## src/rtl/mfm_write_precomp.sv

```systemverilog
// MFM write precompensation: per-cell early/late shift and fixed-width WDATA pulse.
// Define MFM_WRITE_PRECOMP_EN to enable early/late shifting (else all launches nominal).
module mfm_write_precomp #(
  parameter int MAX_PRECOMP = 7,
  parameter int PULSE_CLKS  = 4,
  parameter int CNT_W       = 16
) (
  input  logic             clk,
  input  logic             reset,
  input  logic             enable,
  input  logic             cell_bit,
  input  logic             cell_valid,
  input  logic [3:0]       precomp_clks,
  output logic             wr_pulse,
  output logic             pulse_pending,
  output logic             overrun,
  output logic [CNT_W-1:0] pulse_count
);

  localparam int TW = $clog2(2 * MAX_PRECOMP + 2);
  localparam int WW = $clog2(PULSE_CLKS + 1);

  logic [4:0]    win;
  logic          shifted;
  logic [TW-1:0] timer;
  logic [WW-1:0] wcnt;
  logic [TW-1:0] launch_val;
  logic          launch;
  logic          fire;

`ifdef MFM_WRITE_PRECOMP_EN
  int pe;
  int tval;

  always_comb begin
    pe = int'(precomp_clks);
    if (pe > MAX_PRECOMP)
      pe = MAX_PRECOMP;
    tval = MAX_PRECOMP;
    if (win[0] && !win[4])
      tval = MAX_PRECOMP - pe;
    else if (win[4] && !win[0])
      tval = MAX_PRECOMP + pe;
    launch_val = TW'(tval);
  end
`else
  logic unused_cfg;

  assign unused_cfg = ^{precomp_clks, win[4]};

  always_comb begin
    launch_val = TW'(MAX_PRECOMP);
  end
`endif

  // A launch supersedes any pending countdown, including one due this edge.
  always_comb begin
    launch = shifted && win[2];
    fire   = !launch && pulse_pending && (timer == '0);
  end

  always_ff @(posedge clk) begin
    if (reset) begin
      win           <= '0;
      shifted       <= 1'b0;
      timer         <= '0;
      pulse_pending <= 1'b0;
      wr_pulse      <= 1'b0;
      wcnt          <= '0;
      overrun       <= 1'b0;
      pulse_count   <= '0;
    end else if (!enable) begin
      win           <= '0;
      shifted       <= 1'b0;
      timer         <= '0;
      pulse_pending <= 1'b0;
      wr_pulse      <= 1'b0;
      wcnt          <= '0;
    end else begin
      shifted <= cell_valid;
      if (cell_valid)
        win <= {win[3:0], cell_bit};

      if (launch) begin
        timer         <= launch_val;
        pulse_pending <= 1'b1;
        if (pulse_pending)
          overrun <= 1'b1;
      end else if (pulse_pending) begin
        if (timer == '0)
          pulse_pending <= 1'b0;
        else
          timer <= timer - 1'b1;
      end

      // Firing into a live pulse stretches it rather than adding an edge.
      if (fire) begin
        wr_pulse <= 1'b1;
        wcnt     <= WW'(PULSE_CLKS);
        if (wr_pulse)
          overrun <= 1'b1;
        else
          pulse_count <= pulse_count + 1'b1;
      end else if (wr_pulse) begin
        if (wcnt == WW'(1)) begin
          wr_pulse <= 1'b0;
          wcnt     <= '0;
        end else begin
          wcnt <= wcnt - 1'b1;
        end
      end
    end
  end

endmodule

```

## config.mk

```make
export PLATFORM = sky130hd
export DESIGN_NAME = mfm_write_precomp
export DESIGN_NICKNAME = d
export VERILOG_FILES = /design/src/rtl/mfm_write_precomp.sv
export SDC_FILE = /design/constraint.sdc
export NUM_CORES = 1
export LEC_CHECK = 0
export BUFFER_PORTS_ARGS = -buffer_cell sky130_fd_sc_hd__buf_4
export CAP_MARGIN = 20
export CORE_AREA = 5 5 67 54
export CTS_BUF_LIST = sky130_fd_sc_hd__clkbuf_4 sky130_fd_sc_hd__clkbuf_8
export DETAILED_ROUTE_END_ITERATION = 8
export DIE_AREA = 0 0 72 59
export GPL_TIMING_DRIVEN = 0
export PLACE_DENSITY_LB_ADDON = 0.05
export SLEW_MARGIN = 20
export SYNTH_ARGS = -nofsm -noshare
export SYNTH_HDL_FRONTEND = slang
export SYNTH_SLANG_ARGS = --single-unit
```

## constraint.sdc

```tcl
create_clock -name clk -period 1.7 [get_ports clk]
set_input_delay 0.085 -clock clk [delete_from_list [all_inputs] [get_ports clk]]
set_output_delay 0.085 -clock clk [all_outputs]
set_load 0.005 [all_outputs]
```

======== Yosys cells after proc, flatten, opt, wreduce, memory -nomap -nowiden ========
Index checks and enable logic that the tools add are counted.
storage, ports and cells
  flip-flop bits (word level) ............. 30
  bits of input ports ..................... 9
  output and inout port bits .............. 19
  logic and storage cells ................. 47
operators by class
  add/sub/neg operators ................... 3
  equality and inequality tests ........... 2
  multiplexer cells ....................... 16
  bitwise operators ....................... 3
  reductions and logical operators ........ 13
operators with widths
  cell                   number
  $mux 3                 6
  $add 16x1->16 const B  1
  $mux 1                 10
  $reduce_or 3->1        2
  $logic_not 4->1        1
  $reduce_and 2->1       2
  $reduce_bool 2->1      2
  $sub 4x1->4 const B    1
  $eq 3x1->1 const B     1
  $logic_and 1x1->1      3
  $not 1->1              3
  $reduce_and 3->1       1
  $sub 3x1->3 const B    1
  $ne 2x2->1 const B     1
  $reduce_or 2->1        1
  $logic_not 1->1        1

======== Longest topological paths before layout ========
  word-level depth ........................ 5
  depth in mapped cells ................... 7
  gate-level depth less buffers ........... 6

======== Least setup slack after synthesis ========
No wires, ideal clock.
  kind .................................... register to register
  from .................................... register timer[0]
  to ...................................... register pulse_count[15]
  setup time .............................. 0.121 ns
  data arrival time ....................... 1.698 ns
  required time ........................... 1.579 ns
  path slack .............................. -0.119 ns
  cell stages (with the launch flop) ...... 7
  path buffers ............................ 0
  clock period less this slack ............ 1.819 ns
  cells stage by stage .................... dfxtp_1 inv_1 ha_1 nor3b_4 nand4_2 nor4_1 mux2_2
on the way
  longest elaborated chain between the ends .. 3
RTL lines
  element                            line  text
  from (decl)                        25    logic [TW-1:0] timer;
  from (signal assigned)             85    timer <= launch_val;
  from (signal assigned)             93    timer <= timer - 1'b1;
  $logic_not 4->1                    59    fire = !launch && pulse_pending && (timer == '0);
  $logic_and 1x1->1                  59
  $reduce_and 3->1 (no source line)  n/a
  to (signal assigned)               103   pulse_count <= pulse_count + 1'b1;
  to (decl)                          17    output logic [CNT_W-1:0] pulse_count
Every way passes these cells.
A chain may end at the register's enable or synchronous reset.

======== Worst setup path after layout ========
  from .................................... register pulse_count[0]
  to ...................................... register pulse_count[14]
on the way
  longest elaborated chain between the ends .. 1
RTL lines
  element        line
  $add 16x1->16  103
Every way passes these cells.

==> out/qor.yml <==
outcome: "finished, violations left"
violations: "negative setup slack"
yosysTopAreaCellShare: 0.4290
setup_viol: 10
leakagePower_nw: 0.8019
critPathBufInv: 0
crit_chain: "ha_2 > nand2_1 > or3_4 > or4_4 > a21oi_2"
fin_cells: 243
grt_first_pass_wirelength_mm: 5.568
cp-end-kind: "flip-flop"
final_cell_mix: "buf_4 (36), dfxtp_1 (25), nand2_1 (14), a21oi_1 (14), nor2_1 (10)"
n_antenna_cell: 0
synthDistinctLibCells: 32
syn_to_final_growth_pct: 43.34
avgViaCountPerCell: 5.412
htree_levels: 2
max_slew_margin: 0.6333
clk_latency_ns: 0.28
worstMarginPinSlew_ns: 0.5501
final_common_cell: "buf_4"
power_mw: 1.448
rsz0062_at_grt: "yes"
grt_max_degree: 11
firstDrtPassIters: 4
synthArstFlopShare: 0
synth_edf_count: 0
multi_input_area_um2: 835.8
fin_skew_ns: 0.008086
syn_nets: 170
drt_iter0_drc: 46
netlist_instances: 156
antenna_found_initial: 0
root_buffer: "clkbuf_8"
ir_drop_uv: 535.7
max_freq_ghz: 0.5463
finalCritPeriodShare: 1.077
clkSlewWorstSetupHoldPaths_ns: 0.06
wire_per_inst_um: 14.75
num_io_pins: 28
cts_tree: "built"
via_count: 1315
seq_area_um2: 606.8
finalCriticalPeriod_ns: 1.830
synth_warnings: 0
synth.ff_latch_count: 30
maxCapViolations: 0
drive_gt1_frac: 0.3902
fillerInstances: 244
crit_family: "simple AND/OR/NAND/NOR gates"
grt_overflow_total: 0
hpwl_mm: 2.271
syn_avg_cell_area_um2: 8.975
synth_area_um2: 1400
wirelength_mm: 3.584
slew_viol_final: 0
portBuffers: 22
finalHoldWorstSlack_ns: 0.05234
synth_area_leader_cell: "dfxtp_1"
cp_max_fo: 5
numCtsBuffers: 5
hold_viol_final: 0
drc: 0
die_x_um: 72
hp-class: "in -> reg"
cp_slowest_cell: "or4_4"
crit_path_max_incr_delay_ns: 0.54
power_density_nw_per_um2: 721.3
die_area_um2: 4248
layout.nets: 218
track_usage: 0.1687
final_antenna_net_count: 0
pre_cts_ws_ns: -0.2251
die_h_um: 59
dpl.cell_count: 216
grt_pass1_vias: 1277
fp.coreArea_um2: 2850
final_util: 0.7041
start_util: 0.4912
yosysSeqAreaShare: 0.4290
path_class: "reg -> reg"
synth_ff_type: "dfxtp_1"
layout_setup_ws_ns: -0.1305
synth_area_leaders: "dfxtp_1 (43%), a21oi_1 (6.1%), ha_1 (4.5%), mux2i_1 (4.3%), o31ai_1 (4.3%)"
num_rows: 17
cp-start-kind: "flip-flop"
critPathArrivalTime_ns: 2.03
gp_congestion: 0.7501
cts_buffer_depth: 2
cts.sink_count: 30
required_ns: 1.90
==> kinds of logic (layout without fill, tap and decap cells) <==
kind of cell	count (synthesis)	after routing	share of synthesized area
adder cells (fa/ha/maj)	5	5	0.04468
AND/OR/NAND/NOR	62	62	0.2547
multiplexers	7	7	0.05094
buffers and inverters	14	63	0.04289
XOR/XNOR	7	7	0.04379
AO/OA/AOI/OAI	31	31	0.1340
flip-flops	30	30	0.4290
==> synthesized netlist by cell type (2+ instances only) <==
library cell,number
mux2i_1,6
o31ai_1,8
a21oi_1,17
nand2_1,14
dfxtp_1,30
xnor2_1,2
clkbuf_1,4
nor3_1,2
o21ai_0,3
ha_1,5
xor2_1,5
inv_1,9
and3_1,4
or3_1,3
nor2b_1,3
or4_1,8
nor2_1,10
nand4_1,4
nand3_1,5
or2_2,2
==> final timing paths <==
path                       start               to  slack [ns]  depth (start not counted)
hold reg to reg          overrun          overrun        0.48                          1
hold / removal          cell_bit           win[0]        0.05                          3
setup / recovery  pulse_count[0]  pulse_count[14]       -0.13                          5
setup reg to reg  pulse_count[0]  pulse_count[14]       -0.13                          5
==> metal layers <==
metal | GRT usage | vias to the layer above | wire [um]
met2 | 0.2932 | 25 | 1743
met3 | 0.04576 | 6 | 156
li1 | - | 659 | -
met5 | 0 | - | 0
met1 | 0.2060 | 625 | 1638
met4 | 0.04826 | 0 | 46
==> cell type report <==
cell class / instances / area share
Tap cell: 38 / 0.02369
Buffer: 4 / 0.01122
Clock inverter: 2 / 0.01870
Timing Repair Buffer: 42 / 0.1727
Clock buffer: 6 / 0.03803
Inverter: 9 / 0.01683
Multi-Input combinational cell: 112 / 0.4165
Sequential cell: 30 / 0.3024
==> through the flow <==
step	area, um2	setup TNS, ns
after floorplan	1434	-0.05671
after global placement	1647	-1.096
after detailed placement	1647	-1.441
after CTS	1933	-0.4306
after global routing	2007	-1.724
final	2007	-0.7799
==> registers in the layout (all words and copies together), names as in the netlist <==
signal / cells
pulse_pending: 1
pulse_count: 16
timer: 4
wr_pulse: 1
overrun: 1
win: 3
wcnt: 3
shifted: 1
==> power by group <==
| part | switching, mW | internal (mW) | total, mW |
|---|---|---|---|
| Clock | 0.256 | 0.452 | 0.709 |
| Sequential | 0.00163 | 0.705 | 0.706 |
| Combinational | 0.0212 | 0.0110 | 0.0322 |
| Total | 0.279 | 1.17 | 1.45 |
==> worst min-delay path: cells and delay by family <==
kind	cells	cell delay, ns
simple gates	1	0.08
buf+inv	1	0.08
mux	1	0.05
==> repair_timing <==
item / 4_1_cts / 5_1_grt
hold buffers: 0 / 0
pin swaps: 8 / 12
resized for setup: 9 / 13
buffers inserted: 18 / 2
setup endpoints to repair: 11 / 12
gates cloned: 0 / 0
Note: power is estimated with default switching activity, not from simulation.
